### src/rtl/decode_issue.sv
// decode_issue: ID/EX issue stage with EX/MEM/WB forwarding, load-use stall and a registered valid/ready slot
module decode_issue (
    input  logic        clk,
    input  logic        reset,
    input  logic        in_valid,
    output logic        in_ready,
    input  logic [31:0] in_pc,
    input  logic [7:0]  in_op,
    input  logic [31:0] in_imm,
    input  logic [4:0]  in_rs,
    input  logic [4:0]  in_rt,
    input  logic        in_use_rs,
    input  logic        in_use_rt,
    input  logic [4:0]  in_dest,
    input  logic        in_wr,
    input  logic        in_load,
    output logic [4:0]  rf_ra1,
    output logic [4:0]  rf_ra2,
    input  logic [31:0] rf_rd1,
    input  logic [31:0] rf_rd2,
    input  logic        ex_wr,
    input  logic        mem_wr,
    input  logic        wb_wr,
    input  logic [4:0]  ex_dest,
    input  logic [4:0]  mem_dest,
    input  logic [4:0]  wb_dest,
    input  logic        ex_load,
    input  logic [31:0] ex_res,
    input  logic [31:0] mem_res,
    input  logic [31:0] wb_res,
    input  logic        flush,
    output logic        out_valid,
    input  logic        out_ready,
    output logic [31:0] out_pc,
    output logic [31:0] out_imm,
    output logic [31:0] out_src1,
    output logic [31:0] out_src2,
    output logic [7:0]  out_op,
    output logic [4:0]  out_dest,
    output logic        out_wr,
    output logic        out_load,
    output logic [31:0] stall_cnt
);
    logic        valid_q, valid_d, wr_q, load_q;
    logic [31:0] pc_q, imm_q, src1_q, src2_q, src1_d, src2_d, cnt_q, cnt_d;
    logic [7:0]  op_q;
    logic [4:0]  dest_q;
    logic        hazard, adv, take;

    assign rf_ra1 = in_rs;
    assign rf_ra2 = in_rt;
    // WB is forwarded because the register file returns the pre-write value
    assign src1_d = (in_rs == 5'd0) ? 32'd0 :
                    (ex_wr && ex_dest == in_rs) ? ex_res :
                    (mem_wr && mem_dest == in_rs) ? mem_res :
                    (wb_wr && wb_dest == in_rs) ? wb_res : rf_rd1;
    assign src2_d = (in_rt == 5'd0) ? 32'd0 :
                    (ex_wr && ex_dest == in_rt) ? ex_res :
                    (mem_wr && mem_dest == in_rt) ? mem_res :
                    (wb_wr && wb_dest == in_rt) ? wb_res : rf_rd2;
    assign hazard = in_valid && ex_wr && ex_load && ex_dest != 5'd0 &&
                    ((in_use_rs && in_rs == ex_dest) || (in_use_rt && in_rt == ex_dest));
    assign adv      = !valid_q || out_ready;
    assign in_ready = adv && !hazard;
    assign take     = adv && in_valid && !hazard && !flush;
    assign valid_d  = flush ? 1'b0 : adv ? take : valid_q;
    assign cnt_d    = (in_valid && hazard && adv && !flush) ? cnt_q + 32'd1 : cnt_q;

    always_ff @(posedge clk or posedge reset) begin
        if (reset) begin
            valid_q <= 1'b0;
            cnt_q   <= 32'd0;
            pc_q    <= 32'd0;
            imm_q   <= 32'd0;
            src1_q  <= 32'd0;
            src2_q  <= 32'd0;
            op_q    <= 8'd0;
            dest_q  <= 5'd0;
            wr_q    <= 1'b0;
            load_q  <= 1'b0;
        end else begin
            valid_q <= valid_d;
            cnt_q   <= cnt_d;
            if (take) begin
                pc_q   <= in_pc;
                imm_q  <= in_imm;
                src1_q <= src1_d;
                src2_q <= src2_d;
                op_q   <= in_op;
                dest_q <= in_dest;
                wr_q   <= in_wr;
                load_q <= in_load;
            end
        end
    end

    assign out_valid = valid_q;
    assign out_pc    = pc_q;
    assign out_imm   = imm_q;
    assign out_src1  = src1_q;
    assign out_src2  = src2_q;
    assign out_op    = op_q;
    assign out_dest  = dest_q;
    assign out_wr    = wr_q;
    assign out_load  = load_q;
    assign stall_cnt = cnt_q;
endmodule

### config.mk
export PLATFORM = sky130hd
export DESIGN_NAME = decode_issue
export DESIGN_NICKNAME = d
export VERILOG_FILES = /design/src/rtl/decode_issue.sv
export SDC_FILE = /design/constraint.sdc
export NUM_CORES = 1
export LEC_CHECK = 0
export ABC_CLOCK_PERIOD_IN_PS = 6500
export CORE_AREA = 2 2 177 179
export DETAILED_ROUTE_END_ITERATION = 12
export DIE_AREA = 0 0 179 181
export GPL_TIMING_DRIVEN = 0
export PLACE_DENSITY_LB_ADDON = 0.2
export SETUP_SLACK_MARGIN = 0.02
export SYNTH_ARGS = -nofsm -noshare
export SYNTH_HDL_FRONTEND = slang
export SYNTH_SLANG_ARGS = --single-unit
### constraint.sdc
create_clock -name clk -period 6.5 [get_ports clk]
set_clock_uncertainty 0.2 [all_clocks]
set_input_delay 0.975 -clock clk [delete_from_list [all_inputs] [get_ports clk]]
set_output_delay 0.975 -clock clk [all_outputs]
set_load 0.005 [all_outputs]
==> results by group <==
Outcome
  – Status: finished, final reports clean

Die
  – Die area: 32,400 sq um
  – Core Area: 30,300 sq um
  – Ports: 462
  – Placement Rows: 64
  – Die height: 181 um
  – Initial Util: 29.1%
  – DIE WIDTH: 179 um

Critical path
  – Critical Path AT: 3070 ps
  – Reg-to-Reg Start: out_valid
  – Worst Setup EP: in_ready
  – Critical path endpoint category: output pin
  – Max stage delay on crit path: 570 ps
  – R2R depth: 6
  – Critical path launch point type: input pin
  – Most used cell, CP: clkdlybuf4s50_1
  – End of the worst register-to-register path: out_src1[25]
  – Critical path class: in -> out
  – Critical Path, Cell by Cell: clkdlybuf4s50_1 > xor2_1 > nor3_2 > o2bb2ai_2 > and2_1 > buf_6 > nor2_1 > clkdlybuf4s50_1
  – Worst R2R Setup Slack: 3730 ps
  – Crit-path slowest cell: clkdlybuf4s50_1
  – CP Max Fanout: 7
  – Worst EP required: 5320 ps
  – Crit. Startpoint: in_rs[0]

Yosys
  – Post-synthesis compound-gate area fraction: 14.1%
  – Post-synthesis adder-cell area fraction: 0.142%
  – Synth cell types: 45
  – Top cells by area, synth: dfrtp_1, mux2_2, a221o_1
  – Seq/Total Area, Yosys: 49.9%
  – Post-synth top area share: 49.9%
  – Mux cell area share after synthesis: 13.8%
  – Synthesized area: 8820 sq um
  – Syn_area_per_cell: 11.4 sq um
  – Post-synth EDFFs: 0
  – Syn_nets: 1,053
  – Largest family of logic cells by synthesized area: compound AO/OA/AOI/OAI gates
  – Post-Syn Instances: 777
  – Post-Synth XOR/XNOR Area: 6.06%
  – Synthesis-stage register bit count: 176
  – Fraction of the mapped netlist area in simple logic gates: 11.6%
  – Area leader, netlist: dfrtp_1
  – Synth Warn #: 0
  – Post-synth ARST share: 100%
  – Cell with the most instances after synthesis: dfrtp_1
  – Main synth FF type: dfrtp_1
  – Top cells by count, synth: dfrtp_1, nor2_1, nand2_1

STA
  – Final setup vio count: 0
  – Fin. max-slew vios: 0
  – Worst rel slew slack: 28.6%
  – Unrepaired setup endpoints after global routing: no
  – Final min period: 4240 ps
  – Final hold vios: 0
  – Fmax: 236 MHz
  – Final period utilization: 65.3%
  – Least-Margin Pin Slew: 1070 ps
  – Setup ws final: 2260 ps

Global route
  – Vias in the first global route: 8,562
  – Global-route wire length before repair: 52,500 um
  – Largest net degree at the start of global routing: 120
  – Total gr overflow: 0
  – Total track usage: 21.4%
  – Antenna violations before repair: 3

Power
  – Switching part of the total power: 28.1%
  – Internal Power: 2350 uW
  – Logic pwr share: 26.6%
  – Clock power share: 32.3%
  – Total Power: 3270 uW
  – Worst IR Drop VDD: 0.162 mV
  – Cell Pwr Density: 225 nW/um^2
  – LEAKAGE: 0.00585 uW
  – Reg power frac: 41.1%
  – Switching pwr: 921 uW

CTS
  – H-Tree Depth: 4
  – Clock buffer count from CTS: 17
  – CTS tree: built
  – Post-CTS Hold Fix Bufs: 0
  – Post-CTS sizing: 0
  – TritonCTS Sinks: 176
  – Clock latency on the worst-skew pair: 430 ps
  – Reg clk slew, reported paths: 90 ps
  – CTS Buffer Depth: 2
  – Setup bufs post-CTS: 0
  – Root buffer cell: clkbuf_16

Route
  – WL per Instance: 21.7 um
  – Iteration-0 DRC count of the detailed router: 368
  – Post-route ant nets: 0
  – Routed vias/inst: 5.07
  – Final wirelength: 36,200 um
  – DRT Pass-1 Iters: 4
  – DRC errors left: 0
  – Vias: 8,463

Finish
  – FF+latch area: 4400 sq um
  – Area taken by multi-input logic gates: 4030 sq um
  – Post-route cell area: 14,600 sq um
  – Nets: 1,534
  – Fraction of layout cells with a size suffix above 1: 12.2%
  – Filler cell count in the final layout: 2,822
  – Area Growth Syn to Fin: 65.1%

Flow run
  – Max_cap viols: 0

Placed design
  – Dpl hpwl: 27,900 um
  – Routability Congestion: 0.915
  – Port Buffers: 461
  – Placed Area: 14,000 sq um
  – Worst slack, placed: 2240 ps

Worst hold path
  – Min-Delay Path Class: reg -> reg
  – Cells on Worst Hold Path: 1
-- final cells by class --
type	count	share of cell area, %
multi-input cells	535	27.7
repair buffers	462	31.9
inverters	4	0.155
flip-flops and latches	176	30.2
clock inverters	15	1.15
plain buffers	62	2.54
clock buffers	17	2.92
diodes	1	0.0172
well taps	396	3.40
-- logic make-up (layout without fill, tap and decap cells) --
family / Yosys count / count (layout)
AO/OA/AOI/OAI: 138 / 138
XOR/XNOR: 61 / 61
multiplexers: 112 / 112
buffers and inverters: 66 / 560
flip-flops: 176 / 176
AND/OR/NAND/NOR: 223 / 223
other: 0 / 1
adder cells (fa/ha/maj): 1 / 1
-- worst min-delay path by stage --
stage | startpoint | end | slack, ps
after floorplan | stall_cnt[31] | stall_cnt[31] | 270
after global placement | stall_cnt[31] | stall_cnt[31] | 270
after detailed placement | stall_cnt[31] | stall_cnt[31] | 270
after CTS | stall_cnt[31] | stall_cnt[31] | 290
after global routing | stall_cnt[31] | stall_cnt[31] | 290
final | stall_cnt[31] | stall_cnt[31] | 280
-- cells in the final DEF, fill, tap and decap left out, drive strengths merged --
master         instances
nor3b                  3
o21ai                  2
a311oi                32
and2                   2
ha                     1
o211ai                 1
o21a                   1
nor2b                  1
xor2                  30
a211oi                33
nand3                 25
clkdlybuf4s50        461
buf                   43
mux2i                 32
dfrtp                176
and3                   7
or3                    1
clkinv                 8
xnor2                 31
nor3                   8
clkbuf                37
or3b                   1
nand2b                 2
or4                    1
mux2                  80
a221o                 64
nand2                 73
a21oi                  2
o2bb2ai                1
diode                  1
nand4                 10
and4                   2
nand3b                 2
nor2                  80
inv                   11
nor4                   5
a21o                   2
-- layer usage --
metal | vias up | share of wire [%] | global-route usage, %
met5 | - | 0.069 | 0
met2 | 383 | 50 | 38.3
li1 | 3850 | - | -
met1 | 4187 | 39 | 24.6
met4 | 4 | 1.8 | 5.33
met3 | 39 | 9.5 | 6.76
-- registers in the layout, summed over array words and instances, names as in the netlist, 5 cells and up --
register / count
out_pc: 32
out_imm: 32
out_op: 8
out_dest: 5
out_src2: 32
out_src1: 32
stall_cnt: 32
-- metrics by stage --
step,hold WS [ps],util [%],TNS [ps],std cells
2_1_floorplan,268,-,0,777
3_3_place_gp,265,45.9,-369050,1634
3_5_place_dp,270,46.0,0,1635
4_1_cts,286,48.0,0,1667
5_1_grt,292,48.0,0,1667
6_report,280,48.0,0,1668
-- power by group through the flow --
stage                     Sequential [uW]  Clock [uW]  Combinational, uW
after floorplan                      1360           0                255
after global placement               1360           0                874
after detailed placement             1360           0                882
after CTS                            1350        1080                884
after global routing                 1360        1120                932
final                                1340        1060                871
-- worst max-delay path: cells and delay by family --
family          cells  cell delay, ps
compound gates      1             180
simple gates        3             530
buf+inv             3            1150
xor+xnor            1             220
(Power assumes the default switching activity.)
